==> config.mk <==
export PLATFORM = sky130hd
export DESIGN_NAME = nibble_serial_add_ctrl
export DESIGN_NICKNAME = d
export VERILOG_FILES = /design/src/rtl/nibble_serial_add_ctrl_pkg.sv /design/src/rtl/nibble_serial_add_ctrl_add_nibble.sv /design/src/rtl/nibble_serial_add_ctrl.sv
export SDC_FILE = /design/constraint.sdc
export NUM_CORES = 1
export LEC_CHECK = 0
export ABC_AREA = 1
export CORE_ASPECT_RATIO = 0.6
export CORE_UTILIZATION = 53
export CTS_BUF_LIST = sky130_fd_sc_hd__clkbuf_8
export CTS_CLUSTER_SIZE = 28
export DETAILED_ROUTE_END_ITERATION = 12
export MAX_ROUTING_LAYER = met4
export PLACE_DENSITY = 0.82
export SYNTH_ARGS = -nofsm -noshare
export SYNTH_HDL_FRONTEND = slang
export SYNTH_SLANG_ARGS = --single-unit
==> constraint.sdc <==
create_clock -name clk -period 3.31 [get_ports clk]
set_input_delay 0.331 -clock clk [delete_from_list [all_inputs] [get_ports clk]]
set_output_delay 0.331 -clock clk [all_outputs]
set_load 0.02 [all_outputs]
==> src/rtl/nibble_serial_add_ctrl_pkg.sv <==
// Shared FSM encodings and slice width for the nibble-serial adder.
package nibble_serial_add_ctrl_pkg;

  localparam int NIB_W = 4;

  typedef enum logic [1:0] {
    ST_IDLE = 2'd0,
    ST_RUN  = 2'd1,
    ST_DONE = 2'd2
  } state_t;

endpackage

==> src/rtl/nibble_serial_add_ctrl_add_nibble.sv <==
// 4-bit combinational ripple-carry slice; also exports the carry out of bit 2
// so the top can form signed overflow on the most significant nibble.
module add_nibble
  import nibble_serial_add_ctrl_pkg::*;
(
  input  logic [NIB_W-1:0] a,
  input  logic [NIB_W-1:0] b,
  input  logic             ci,
  output logic [NIB_W-1:0] s,
  output logic             c2,
  output logic             co
);

  logic c;

  always_comb begin
    s  = '0;
    c2 = 1'b0;
    c  = ci;
    for (int i = 0; i < NIB_W; i++) begin
      s[i] = a[i] ^ b[i] ^ c;
      c    = (a[i] & b[i]) | (c & (a[i] ^ b[i]));
      if (i == NIB_W - 2) c2 = c;
    end
    co = c;
  end

endmodule

==> src/rtl/nibble_serial_add_ctrl.sv <==
// Wide add/sub using one reused 4-bit slice, LSB nibble first; done pulses
// NIBBLES+1 cycles after accept. start is ignored (not queued) while busy.
module nibble_serial_add_ctrl
  import nibble_serial_add_ctrl_pkg::*;
#(
  parameter int NIBBLES = 4
) (
  input  logic                     clk,
  input  logic                     rst,
  input  logic                     start,
  input  logic                     op_sub,
  input  logic [NIB_W*NIBBLES-1:0] a,
  input  logic [NIB_W*NIBBLES-1:0] b,
  input  logic                     ci,
  output logic                     busy,
  output logic                     done,
  output logic [NIB_W*NIBBLES-1:0] sum,
  output logic                     co,
  output logic                     ovf
);

  localparam int W  = NIB_W * NIBBLES;
  localparam int IW = $clog2(NIBBLES);

  state_t            state_q, state_d;
  logic [W-1:0]      a_q, b_q, sum_q;
  logic              carry_q, co_q, ovf_q;
  logic [IW-1:0]     idx_q;
  logic [NIB_W-1:0]  sl_a, sl_b, sl_s;
  logic              sl_c2, sl_co;
  logic              last;

  assign sl_a = a_q[NIB_W*idx_q +: NIB_W];
  assign sl_b = b_q[NIB_W*idx_q +: NIB_W];
  assign last = (idx_q == IW'(NIBBLES - 1));

  add_nibble u_slice (
    .a  (sl_a),
    .b  (sl_b),
    .ci (carry_q),
    .s  (sl_s),
    .c2 (sl_c2),
    .co (sl_co)
  );

  always_ff @(posedge clk) begin
    if (rst) state_q <= ST_IDLE;
    else     state_q <= state_d;
  end

  always_comb begin
    state_d = state_q;
    busy    = 1'b0;
    done    = 1'b0;
    case (state_q)
      ST_IDLE: if (start) state_d = ST_RUN;
      ST_RUN: begin
        busy = 1'b1;
        if (last) state_d = ST_DONE;
      end
      ST_DONE: begin
        busy    = 1'b1;
        done    = 1'b1;
        state_d = ST_IDLE;
      end
      default: state_d = ST_IDLE;
    endcase
  end

  // Subtraction is folded in at accept: b is stored inverted and carry seeded to 1.
  always_ff @(posedge clk) begin
    if (rst) begin
      a_q     <= '0;
      b_q     <= '0;
      sum_q   <= '0;
      carry_q <= 1'b0;
      co_q    <= 1'b0;
      ovf_q   <= 1'b0;
      idx_q   <= '0;
    end else begin
      case (state_q)
        ST_IDLE: if (start) begin
          a_q     <= a;
          b_q     <= op_sub ? ~b : b;
          carry_q <= op_sub | ci;
          idx_q   <= '0;
          sum_q   <= '0;
        end
        ST_RUN: begin
          sum_q[NIB_W*idx_q +: NIB_W] <= sl_s;
          carry_q <= sl_co;
          idx_q   <= idx_q + 1'b1;
          if (last) begin
            co_q  <= sl_co;
            ovf_q <= sl_c2 ^ sl_co;
          end
        end
        default: ;
      endcase
    end
  end

  assign sum = sum_q;
  assign co  = co_q;
  assign ovf = ovf_q;

endmodule

==> impl_metrics.py <==
metrics = {
    "critical_path": {
        "worstSetupEndpointType": "flip-flop",
        "reg2reg_depth": 15,
        "cp-startpoint": "idx_q[0]",
        "worst_path_max_delay_cell": "dfxtp_1",
        "r2r-end": "sum[15]",
        "crit_type": "reg2reg",
        "crit_required_ns": 3.52,
        "cp_max_fo": 11,
        "worstReg2RegStart": "idx_q[0]",
        "start_kind": "flip-flop",
        "cpPeakStageDelay_ns": 0.53,
        "cp.buffers_inverters": 4,
        "worstPathCellList": "buf_4 > o21ai_0 > nor2_1 > a21oi_1 > fa_1 > inv_1 > fa_1 > inv_1 > fa_1 > inv_1 > fa_1 > nand3_1 > nor2_1 > nor2_1 > nor2_1",
        "crit_arrival_ns": 3.29,
        "path_delay_family": "adder cells",
        "reg2reg_setup_slack_ns": 0.23,
    },
    "clock_tree": {
        "cts.sinks": 55,
        "path_clk_slew_ns": 0.10,
        "clock_tree.buffer_depth": 2,
        "hold_buffers": 0,
        "cts_tree": "built",
        "cts_buffers": 5,
        "h-tree-depth": 2,
        "cts_root_buf": "clkbuf_8",
        "insertion_delay_ns": 0.30,
    },
    "global_route": {
        "grt_pass1_vias": 2188,
        "grt_busiest_layer": "met1",
        "met3_usage_pct": 5.12,
        "grt_use_met1_pct": 35.7,
        "use_met2_pct": 33.7,
        "grt_overflow": 0,
        "grt_pass1_wl_um": 10000,
        "grt_max_degree": 51,
        "track_usage_pct": 24.0,
        "antenna_found_initial": 0,
    },
    "hold_path": {
        "hp-class": "reg2reg",
        "hold_depth": 2,
        "min_to": "a_q[0]",
        "hp-start": "a_q[0]",
    },
    "placement": {
        "place_ws_ns": 0.215,
        "globalplace.congestion": 0.915,
        "port_buffers": 56,
        "hpwl_um": 4380,
    },
    "timing": {
        "postLayoutSetupSlackWorst_ns": 0.229,
        "hold_viol": 0,
        "drv_slew": 0,
        "setup_viol": 0,
        "rsz0062_at_grt": "no",
        "worst_pin_slew_ns": 0.871,
        "timing.final.crit_share_pct": 93.1,
        "slew_headroom_pct": 41.8,
        "fin_crit_ns": 3.08,
        "skew_ns": 0.0102,
        "max_freq_ghz": 0.325,
        "setup-tns-final_ns": 0,
    },
    "job": {
        "maxCapViolations": 0,
    },
    "power_and_ir_drop": {
        "clockPowerShare_pct": 28.6,
        "combPwrFrac_pct": 24.2,
        "p_seq_share_pct": 47.2,
        "p_sw_share_pct": 29.1,
        "intPower_w": 0.00114,
        "irDropWorstVdd_mv": 0.219,
        "p_leak_nw": 1.47,
        "powerDensity_mw_per_mm2": 461,
        "p_switching_w": 0.000466,
    },
    "final_layout": {
        "drive_gt1_share_pct": 4.89,
        "final_common_cell": "nor2_1",
        "layout_common_cells": "nor2_1 (94), nand2_1 (61), clkdlybuf4s50_1 (56)",
        "area_delta_synth_final_pct": 24.3,
        "diodes": 0,
        "final_nets": 497,
    },
    "yosys": {
        "yosysWarnings": 0,
        "synth_seq_cells": 55,
        "syn_inst": 402,
        "synth_nets": 450,
        "synth.avg_cell_area_um2": 6.95,
        "synth_cell_types": 21,
        "syn_area_mm2": 0.00280,
        "ys_seq_area_share_pct": 39.4,
    },
    "detailed_routing": {
        "wl_um": 6060,
        "first_pass_iters": 5,
        "antenna_left": 0,
        "vias_per_cell": 4.93,
        "drcViolationCount": 0,
        "vias": 2542,
        "wl_per_cell_um": 11.8,
        "drt_iter0_drc": 143,
    },
    "floorplan": {
        "ioPinCount": 57,
        "core_mm2": 0.00505,
        "num_rows": 20,
        "die_h_um": 58.3,
        "start_util_pct": 55.3,
        "fp.dieArea_mm2": 0.00558,
        "die_w_um": 95.8,
    },
    "run_status": {
        "status": "complete, no violations",
    },
}
==> routing by layer <==
metal | up-vias | part of all wire [%] | wire length, um
li1 | 1346 | - | -
met1 | 1117 | 52 | 3170
met2 | 75 | 41 | 2490
met3 | 4 | 6.2 | 377
met5 | - | 0 | 0
met4 | 0 | 0.41 | 25
==> logic make-up after synthesis <==
group	after synthesis	share of synthesized area, %
xor+xnor	17	5.33
buf+inv	63	9.94
flops	55	39.4
fa+ha+maj	11	6.00
compound gates	83	15.0
simple gates	173	24.3
==> repair_timing <==
item                       in CTS  in global routing
setup endpoints to repair       0                  2
gates resized for setup         0                  2
buffers inserted                0                  0
==> sequential cells by signal (all words and copies together) (netlist names) <==
signal   cells
b_q         16
co           1
state_q      2
ovf          1
a_q         16
sum         16
idx_q        2
carry_q      1
==> cells in the mapped netlist <==
master | count | area share (%)
a21oi_1 | 29 | 5.2
buf_1 | 1 | 0.13
buf_2 | 8 | 1.4
buf_4 | 6 | 1.6
buf_6 | 1 | 0.40
clkbuf_1 | 3 | 0.40
clkbuf_2 | 1 | 0.18
clkinv_1 | 2 | 0.27
dfxtp_1 | 55 | 39
fa_1 | 4 | 2.9
ha_1 | 7 | 3.1
inv_1 | 39 | 5.2
inv_2 | 2 | 0.27
nand2_1 | 61 | 8.2
nand2_2 | 6 | 1.3
nand3_1 | 12 | 2.1
nor2_1 | 94 | 13
o21ai_0 | 50 | 9.0
o22ai_1 | 4 | 0.90
xnor2_1 | 16 | 5.0
xor2_1 | 1 | 0.31
==> how the worst max path moves through the flow <==
stage | to | slack (ns) | depth (start not counted)
6_report | sum[15] | 0.23 | 15
5_1_grt | sum[15] | 0.02 | 15
4_1_cts | sum[15] | 0.19 | 13
3_5_place_dp | sum[15] | 0.21 | 13
3_3_place_gp | sum[7] | 0.37 | 15
2_1_floorplan | sum[7] | 0.49 | 16
==> power by group through the flow <==
stage	sequential (W)	combinational [W]	clock [W]
2_1_floorplan	0.000783	0.000238	0
3_3_place_gp	0.000769	0.000377	0
3_5_place_dp	0.000770	0.000385	0
4_1_cts	0.000756	0.000388	0.000465
5_1_grt	0.000763	0.000436	0.000490
6_report	0.000756	0.000387	0.000458
==> worst reg2reg max path, stage by stage, from the launching register on <==
cell and delay, ns:
dfxtp_1 0.53, buf_4 0.24, o21ai_0 0.10, nor2_1 0.10, a21oi_1 0.06, fa_1 0.39, inv_1 0.07, fa_1 0.16
inv_1 0.06, fa_1 0.39, inv_1 0.09, fa_1 0.46, nand3_1 0.14, nor2_1 0.06, nor2_1 0.08, nor2_1 0.05
==> stage by stage <==
stage / hold slack [ns] / power [W] / cells / area, um2 / utilization (%)
2_1_floorplan: 0.400 / 0.00102 / 402 / 2800 / -
3_3_place_gp: 0.446 / 0.00115 / 508 / 3350 / 66.3
3_5_place_dp: 0.448 / 0.00116 / 508 / 3350 / 66.3
4_1_cts: 0.462 / 0.00161 / 516 / 3470 / 68.6
5_1_grt: 0.502 / 0.00169 / 516 / 3470 / 68.7
6_report: 0.463 / 0.00160 / 516 / 3470 / 68.7
==> area by class of cell <==
class                           instances  area [um2]
Timing Repair Buffer                   60         591
Fill cell                             439        1580
Sequential cell                        55        1100
Inverter                               43         165
Multi-Input combinational cell        284        1420
Clock buffer                            6        82.6
Tap cell                               66        82.6
Clock inverter                          2        35.0
Note: power is estimated with default switching activity, not from simulation.
